## src/rtl/timer_ctrl_if.sv

```systemverilog
// Control/status bundle between a timer user and timer_ctrl.
// Latency: none, wires only.
// Backpressure: none; start/stop are level requests sampled by the timer FSM.
interface timer_ctrl_if #(
    parameter int N = 8
);
    logic         start;
    logic         stop;
    logic         oneshot;
    logic [N-1:0] period;
    logic         busy;
    logic         tick;
    logic         done;
    logic         err;
    logic [N-1:0] cnt;

    // User side: issues requests, observes status.
    modport master (
        output start, stop, oneshot, period,
        input  busy, tick, done, err, cnt
    );

    // Timer side: samples requests, drives status.
    modport slave (
        input  start, stop, oneshot, period,
        output busy, tick, done, err, cnt
    );
endinterface

```

## src/rtl/timer_ctrl.sv

```systemverilog
// Programmable one-shot/periodic timer: IDLE -> RUN -> FINISH; optional prescaler via TIMER_CTRL_PRESCALE_EN.
// Latency: RUN one cycle after accepted start; tick in RUN cycle `period` (period*P with prescaler).
// Backpressure: none; start only honoured in IDLE, stop only in RUN, stop beats terminal count.
module timer_ctrl #(
    parameter int N = 8,
    parameter int P = 4
) (
    input  logic         clk,
    input  logic         reset,
    timer_ctrl_if.slave  tmr
);

    typedef enum logic [1:0] {
        IDLE   = 2'd0,
        RUN    = 2'd1,
        FINISH = 2'd2
    } state_t;

    // The prescaler wraps at P-1, so fewer than two phases is meaningless.
    if (P < 2) begin : g_p_check
        $error("timer_ctrl: P must be >= 2");
    end

    state_t       state;
    logic [N-1:0] cnt_q;
    logic [N-1:0] limit;
    logic         mode_oneshot;
    logic         busy_q;
    logic         done_q;
    logic         err_q;
    logic         adv;
    logic         tick_c;

`ifdef TIMER_CTRL_PRESCALE_EN
    localparam int PW = $clog2(P);
    localparam logic [PW-1:0] PRESC_LAST = PW'(P - 1);

    logic [PW-1:0] presc;

    assign adv = (presc == PRESC_LAST);

    // Prescaler runs only in RUN; it sits at 0 elsewhere, so every accepted start begins a fresh phase.
    always_ff @(posedge clk) begin
        if (reset) begin
            presc <= '0;
        end else if (state != RUN) begin
            presc <= '0;
        end else if (presc == PRESC_LAST) begin
            presc <= '0;
        end else begin
            presc <= presc + 1'b1;
        end
    end
`else
    assign adv = 1'b1;
`endif

    // Terminal count; a same-cycle stop suppresses it.
    assign tick_c = (state == RUN) && (cnt_q == limit) && adv && !tmr.stop;

    // Main FSM with registered busy/done/err and the count register.
    always_ff @(posedge clk) begin
        if (reset) begin
            state        <= IDLE;
            cnt_q        <= '0;
            limit        <= '0;
            mode_oneshot <= 1'b0;
            busy_q       <= 1'b0;
            done_q       <= 1'b0;
            err_q        <= 1'b0;
        end else begin
            done_q <= 1'b0;
            err_q  <= 1'b0;
            case (state)
                IDLE: begin
                    cnt_q <= '0;
                    if (tmr.start) begin
                        if (tmr.period != '0) begin
                            // Storing period-1 keeps period = 2^N-1 within N bits.
                            limit        <= tmr.period - 1'b1;
                            mode_oneshot <= tmr.oneshot;
                            state        <= RUN;
                            busy_q       <= 1'b1;
                        end else begin
                            err_q <= 1'b1;
                        end
                    end
                end
                RUN: begin
                    if (tmr.stop || (tick_c && mode_oneshot)) begin
                        state  <= FINISH;
                        busy_q <= 1'b0;
                        done_q <= 1'b1;
                        cnt_q  <= '0;
                    end else if (tick_c) begin
                        cnt_q <= '0;
                    end else if (adv) begin
                        cnt_q <= cnt_q + 1'b1;
                    end
                end
                FINISH: begin
                    state <= IDLE;
                    cnt_q <= '0;
                end
                default: begin
                    state  <= IDLE;
                    cnt_q  <= '0;
                    busy_q <= 1'b0;
                end
            endcase
        end
    end

    assign tmr.busy = busy_q;
    assign tmr.done = done_q;
    assign tmr.err  = err_q;
    assign tmr.tick = tick_c;
    assign tmr.cnt  = cnt_q;

endmodule

```

## src/flat_wrapper.sv

```systemverilog
// flat-port wrapper written by rule: the top's interface ports become plain ports
module timer_ctrl_flat 
#(
    parameter int N = 8,
    parameter int P = 4
)
  (clk, reset, tmr_start, tmr_stop, tmr_oneshot, tmr_period, tmr_busy, tmr_tick, tmr_done, tmr_err, tmr_cnt);
  timer_ctrl_if #(.N(N)) tmr_i ();
  input  logic clk;
  input  logic reset;
  input wire logic [$bits(tmr_i.start)-1:0] tmr_start;
  input wire logic [$bits(tmr_i.stop)-1:0] tmr_stop;
  input wire logic [$bits(tmr_i.oneshot)-1:0] tmr_oneshot;
  input wire logic [$bits(tmr_i.period)-1:0] tmr_period;
  output wire logic [$bits(tmr_i.busy)-1:0] tmr_busy;
  output wire logic [$bits(tmr_i.tick)-1:0] tmr_tick;
  output wire logic [$bits(tmr_i.done)-1:0] tmr_done;
  output wire logic [$bits(tmr_i.err)-1:0] tmr_err;
  output wire logic [$bits(tmr_i.cnt)-1:0] tmr_cnt;
  assign tmr_i.start = tmr_start;
  assign tmr_i.stop = tmr_stop;
  assign tmr_i.oneshot = tmr_oneshot;
  assign tmr_i.period = tmr_period;
  assign tmr_busy = tmr_i.busy;
  assign tmr_tick = tmr_i.tick;
  assign tmr_done = tmr_i.done;
  assign tmr_err = tmr_i.err;
  assign tmr_cnt = tmr_i.cnt;
  timer_ctrl #(.N(N), .P(P)) u_core (.clk(clk), .reset(reset), .tmr(tmr_i));
endmodule
```

## config.mk

```make
export PLATFORM = sky130hd
export DESIGN_NAME = timer_ctrl_flat
export DESIGN_NICKNAME = d
export VERILOG_FILES = /design/src/rtl/timer_ctrl_if.sv /design/src/rtl/timer_ctrl.sv /design/src/flat_wrapper.sv
export SDC_FILE = /design/constraint.sdc
export NUM_CORES = 1
export LEC_CHECK = 0
export CAP_MARGIN = 0
export CORE_ASPECT_RATIO = 0.7
export CORE_MARGIN = 5
export CORE_UTILIZATION = 30
export DETAILED_ROUTE_END_ITERATION = 7
export GPL_TIMING_DRIVEN = 0
export PLACE_DENSITY_LB_ADDON = 0.2
export SLEW_MARGIN = 5
export SYNTH_ARGS = -nofsm -noshare
export SYNTH_HDL_FRONTEND = slang
export SYNTH_SLANG_ARGS = --single-unit
```

## constraint.sdc

```tcl
create_clock -name clk -period 1.5 [get_ports clk]
set_input_delay 0.3 -clock clk [delete_from_list [all_inputs] [get_ports clk]]
set_output_delay 0.3 -clock clk [all_outputs]
set_load 0.02 [all_outputs]
```

## After elaboration in Yosys (flattened, before gate mapping)

Index checks and enable logic that the tools add are counted.

| cells by class | value |
|---|---|
| $add $sub $neg | 2 |
| mux-type cells | 10 |
| equality and inequality tests | 6 |
| bitwise logic cells | 4 |
| reductions and logical operators | 13 |

Operators by type and width:

| kind | count |
|---|---|
| adder 8 x 1 -> 8 bit (second input constant) | 1 |
| equality test 8 bit | 1 |
| nonzero test 8 bit | 1 |
| subtractor 8 x 1 -> 8 bit (second input constant) | 1 |
| 2-to-1 mux 2 bit | 3 |
| AND reduction 3 bit | 2 |
| 2-to-1 mux 1 bit | 5 |
| inequality test 2 bit (second input constant) | 2 |
| inverter 1 bit | 4 |
| case mux 2 bit (2 select lines) | 1 |
| AND reduction 4 bit | 1 |
| OR reduction 4 bit | 1 |
| logical AND 1 bit | 3 |
| case mux 1 bit (3 select lines) | 1 |
| OR reduction 3 bit | 1 |
| equality test 2 x 1 -> 1 bit (second input constant) | 1 |
| equality test 2 bit (second input constant) | 1 |
| zero test 2 bit | 1 |
| inequality test 2 x 1 -> 1 bit (second input constant) | 1 |
| OR reduction 2 bit | 1 |
| zero test 1 bit | 1 |
| logical OR 1 bit | 1 |

| storage, ports and cells | value |
|---|---|
| input port bits | 13 |
| flip-flop bits (word level) | 22 |
| logic and storage cells | 42 |

## Logic depth before layout (Yosys ltp)

| logic depth | value |
|---|---|
| word-level depth | 7 |
| mapped depth | 6 |

## Least setup slack after synthesis

OpenSTA, ideal clock, no wires.

| timing path | value |
|---|---|
| path type | reg2out |
| start | reg u_core.cnt_q[2] (netlist: u_core.tmr.cnt[2]) |
| end | out tmr_tick |
| slack | -0.176 ns |
| data arrival time | 1.376 ns |
| buffers on the path | 0 |
| cell stages (with the launch flop) | 4 |
| data required time | 1.200 ns |
| cells stage by stage | dfxtp_1 -> xnor2_1 -> nand3_1 -> nor3_2 |

| on the way | value |
|---|---|
| longest elaborated chain between the ends | 3 |

RTL lines:

| item | RTL line | text |
|---|---|---|
| start: declaration | timer_ctrl.sv:25 | `logic [N-1:0] cnt_q;` |
| start signal: assignment | timer_ctrl.sv:98 | `cnt_q <= cnt_q + 1'b1;` |
| equality test 8 bit | timer_ctrl.sv:59 | `assign tick_c = (state == RUN) && (cnt_q == limit) && adv && !tmr.stop;` |
| logical AND 1 bit (2 in series) | timer_ctrl.sv:59 |  |
| end: declaration | flat_wrapper.sv:16 | `output wire logic [$bits(tmr_i.tick)-1:0] tmr_tick;` |

No other way between the ends.

## Worst setup path in the final report

| timing path | value |
|---|---|
| start | reg u_core.limit[7] |
| end | out tmr_tick |

| on the way | value |
|---|---|
| longest elaborated chain between the ends | 3 |

RTL lines:

| item | RTL line | text |
|---|---|---|
| start: declaration | timer_ctrl.sv:26 | `logic [N-1:0] limit;` |
| start signal: assignment | timer_ctrl.sv:80 | `limit <= tmr.period - 1'b1;` |
| equality test 8 bit | timer_ctrl.sv:59 |  |
| logical AND 1 bit (2 in series) | timer_ctrl.sv:59 |  |

No other way between the ends.

==> metrics.md <==
| Metric | Value |
|---|---|
| ANT nets after route | `0` |
| Commonest non-fill, non-tap cell in the layout | `dlygate4sd2_1` |
| Grt total ovfl | `0` |
| Die width | `82.5 um` |
| Initial antenna violation count | `0` |
| IO Pins | `25` |
| Setup Skew | `0.788 ps` |
| Max IR drop VDD | `0.382 mV` |
| R2R depth | `6` |
| Kind of critical path | `reg -> out` |
| Beginning of the worst hold path | `tmr_start` |
| Maximum root-to-sink buffer count | `2` |
| Placed wire-length estimate | `1.89 mm` |
| Share of cells above drive strength 1 | `39.1%` |
| First-pass DRT Iterations | `5` |
| Htree depth | `1` |
| Root buffer cell | `clkbuf_8` |
| Synth Area in Compound Gates | `12.4%` |
| CP Max Fanout | `2` |
| CP required | `1200 ps` |
| Violated checks | `negative setup slack` |
| Synth Area in Adders | `3.40%` |
| Synthesized netlist cell count | `114` |
| Hold depth | `2` |
| Syn nets | `130` |
| Yosys top cell by area | `dfxtp_1` |
| Slew HR | `54.8%` |
| Initial Util | `31.2%` |
| Status | `finished with violations` |
| RSZ-0062 raised after global routing | `yes` |
| Largest net degree at the start of global routing | `13` |
| DRC violations left | `0` |
| Nets@finish | `178` |
| I/O Buffers | `24` |
| Pwr Density | `786 nW/um^2` |
| Max-Cap Viols | `0` |
| Fillers | `339` |
| Top cell type's share of synthesized area | `39.9%` |
| Synth Area per Inst | `9.68 um^2` |
| Area Growth Syn to Fin | `62.1%` |
| Via density | `4.66` |
| Yosys cell types | `29` |
| Worst EP arrival | `1410 ps` |
| First-pass GRT wire length | `4.60 mm` |
| Vias | `983` |
| Critical path's slowest cell | `dfxtp_1` |
| Most frequent cells in the layout | `dlygate4sd2_1, buf_4, dfxtp_1` |
| Die area | `5010 um^2` |
| Antenna Diode Count | `0` |
| Crit-path cells | `xnor2_1, nand4_1, buf_4, nor3_4, buf_6` |
| Setup Viol. Count Final | `14` |
| CTS tree | `yes` |
| Min Tclk post-route | `1710 ps` |
| Worst skew pair latency | `260 ps` |
| Hold_buf cts | `0` |
| Num CTS Buffers | `3` |
| Slowest cell delay on critical path | `330 ps` |
| Row count | `18` |
| R2r endpoint | `u_core.mode_oneshot` |
| Post-Synth Simple-Gate Area | `23.8%` |
| Die Span Y | `60.7 um` |
| Sequential-to-total area share from yosys stat | `39.9%` |
| Finished Core Util | `50.6%` |
| Final hold violation count | `0` |
| Worst slew pin tran | `678 ps` |
| Post-synthesis xor/xnor area fraction | `15.9%` |
| Reg area | `462 um^2` |
| Synth area leaders | `dfxtp_1, xnor2_1, xor2_1, nor2_1, nor3_1` |
| Area occupied by multi-input gates | `751 um^2` |
| Ys Warns | `0` |
| Cell Area, Synth | `1100 um^2` |
| Worst Hold End | `u_core.tmr.err` |
| Starting DRT DRC Count | `29` |
| Period utilization | `114%` |
| Hold_ws | `472 ps` |
| Total Power | `1.41 mW` |
| Wire per inst | `13.2 um` |
| Gp weighted congestion | `0.749` |
| Clock sinks | `22` |
| Fmax | `0.586 GHz` |
| Leakage power total | `0.744 nW` |
| WL final | `2.79 mm` |
| Core area | `3540 um^2` |
| Final WS setup | `-207 ps` |
| Worst setup SP type | `flop` |
| Reg clk slew, reported paths | `80 ps` |
| Main combinational cell family by area after synthesis | `simple AND/OR/NAND/NOR gates` |
| Pins Over Slew Limit | `0` |
| R2r setup slk | `-80 ps` |
| Vias in the first global route | `953` |
| Aggregate global-route resource usage | `12.0%` |
| Crit end category | `primary output` |
| Worst r2r src | `u_core.state[0]` |
| Mux cell area share after synthesis | `0.907%` |
| Synthesized flop and latch total | `22` |
| Hold WC Path Type | `in -> reg` |
==> sequential cells by signal, indices dropped and copies added, names as in the netlist <==
| register | flops |
|---|---|
| u_core.limit | 8 |
| u_core.tmr.cnt | 8 |
| u_core.state | 2 |
| u_core.mode_oneshot | 1 |
| u_core.tmr.busy | 1 |
| u_core.tmr.done | 1 |
| u_core.tmr.err | 1 |
==> through the flow <==
| step | setup TNS (ps) | setup WS, ps | cell area, um^2 | cells |
|---|---|---|---|---|
| finish | -671 | -207 | 1790 | 211 |
| global route | -1590 | -270 | 1790 | 211 |
| CTS | -728 | -194 | 1710 | 208 |
| detailed placement | -9230 | -990 | 1420 | 188 |
| global placement | -9080 | -988 | 1420 | 188 |
| floorplan | 0 | 8.06 | 1120 | 114 |
==> power by group <==
| group | total [mW] | internal, mW | switching (mW) |
|---|---|---|---|
| combinational | 0.348 | 0.184 | 0.165 |
| clock | 0.417 | 0.234 | 0.184 |
| sequential | 0.640 | 0.613 | 0.0269 |
| total | 1.41 | 1.03 | 0.375 |
==> worst max-delay path by stage <==
stage / to / slack (ps) / cells after the start / start
2_1_floorplan: tmr_tick / 8 / 3 / u_core.tmr.cnt[4]
3_3_place_gp: tmr_tick / -990 / 5 / tmr_stop
3_5_place_dp: tmr_tick / -990 / 5 / tmr_stop
4_1_cts: tmr_tick / -190 / 5 / u_core.limit[4]
5_1_grt: tmr_tick / -270 / 5 / u_core.tmr.cnt[7]
6_report: tmr_tick / -210 / 5 / u_core.limit[7]
==> final cells by class <==
| cell class | count | share of cell area [%] |
|---|---|---|
| inverter | 6 | 1.26 |
| multi-input combinational | 85 | 42.0 |
| buffer | 2 | 1.05 |
| sequential | 22 | 25.8 |
| clock buffer | 4 | 3.08 |
| tap | 50 | 3.50 |
| timing repair buffer | 42 | 23.4 |
==> logic make-up after synthesis <==
kind of cell,after synthesis
and+or+nand+nor,47
DFF,22
AOI/OAI and AO/OA,13
buffers and inverters,8
adders and majority gates,3
xor gates and xnor gates,20
muxes,1
==> worst max-delay path: cells and delay by family (launching register included) <==
kind | cells | cell delay, ps
XOR/XNOR | 1 | 190
buffers and inverters | 2 | 320
flip-flops | 1 | 330
AND/OR/NAND/NOR | 2 | 320
==> Yosys cell counts <==
cell type	n
nor4b_1	1
a31oi_4	1
xnor2_1	12
inv_1	5
xor2_1	8
clkbuf_1	1
nand3_1	7
o41ai_1	1
o21bai_1	1
and4b_2	1
o22ai_2	1
or3b_4	1
nor4_4	1
dfxtp_1	22
nor3_2	1
nor3b_1	2
mux2i_1	1
nand4_1	1
inv_2	1
a211oi_1	6
nor2b_1	2
nand2_1	5
nor2_1	13
o41ai_2	1
a211oi_2	2
nor3_1	9
ha_1	3
buf_8	1
and3_1	3
==> routing by layer <==
metal	part of all wire [%]	wire, um	track usage [%]
met4	1.5	43	2.33
met3	4.4	123	2.82
met5	0	0	0
met2	46	1280	19.4
met1	48	1340	16.6
==> repair_timing <==
| action | CTS | global route |
|---|---|---|
| cloned | 2 | 0 |
| resized for setup | 45 | 12 |
| pin swaps | 16 | 7 |
| buffers inserted | 16 | 3 |
| setup endpoints to repair | 24 | 18 |
Note: power is estimated with default switching activity, not from simulation.
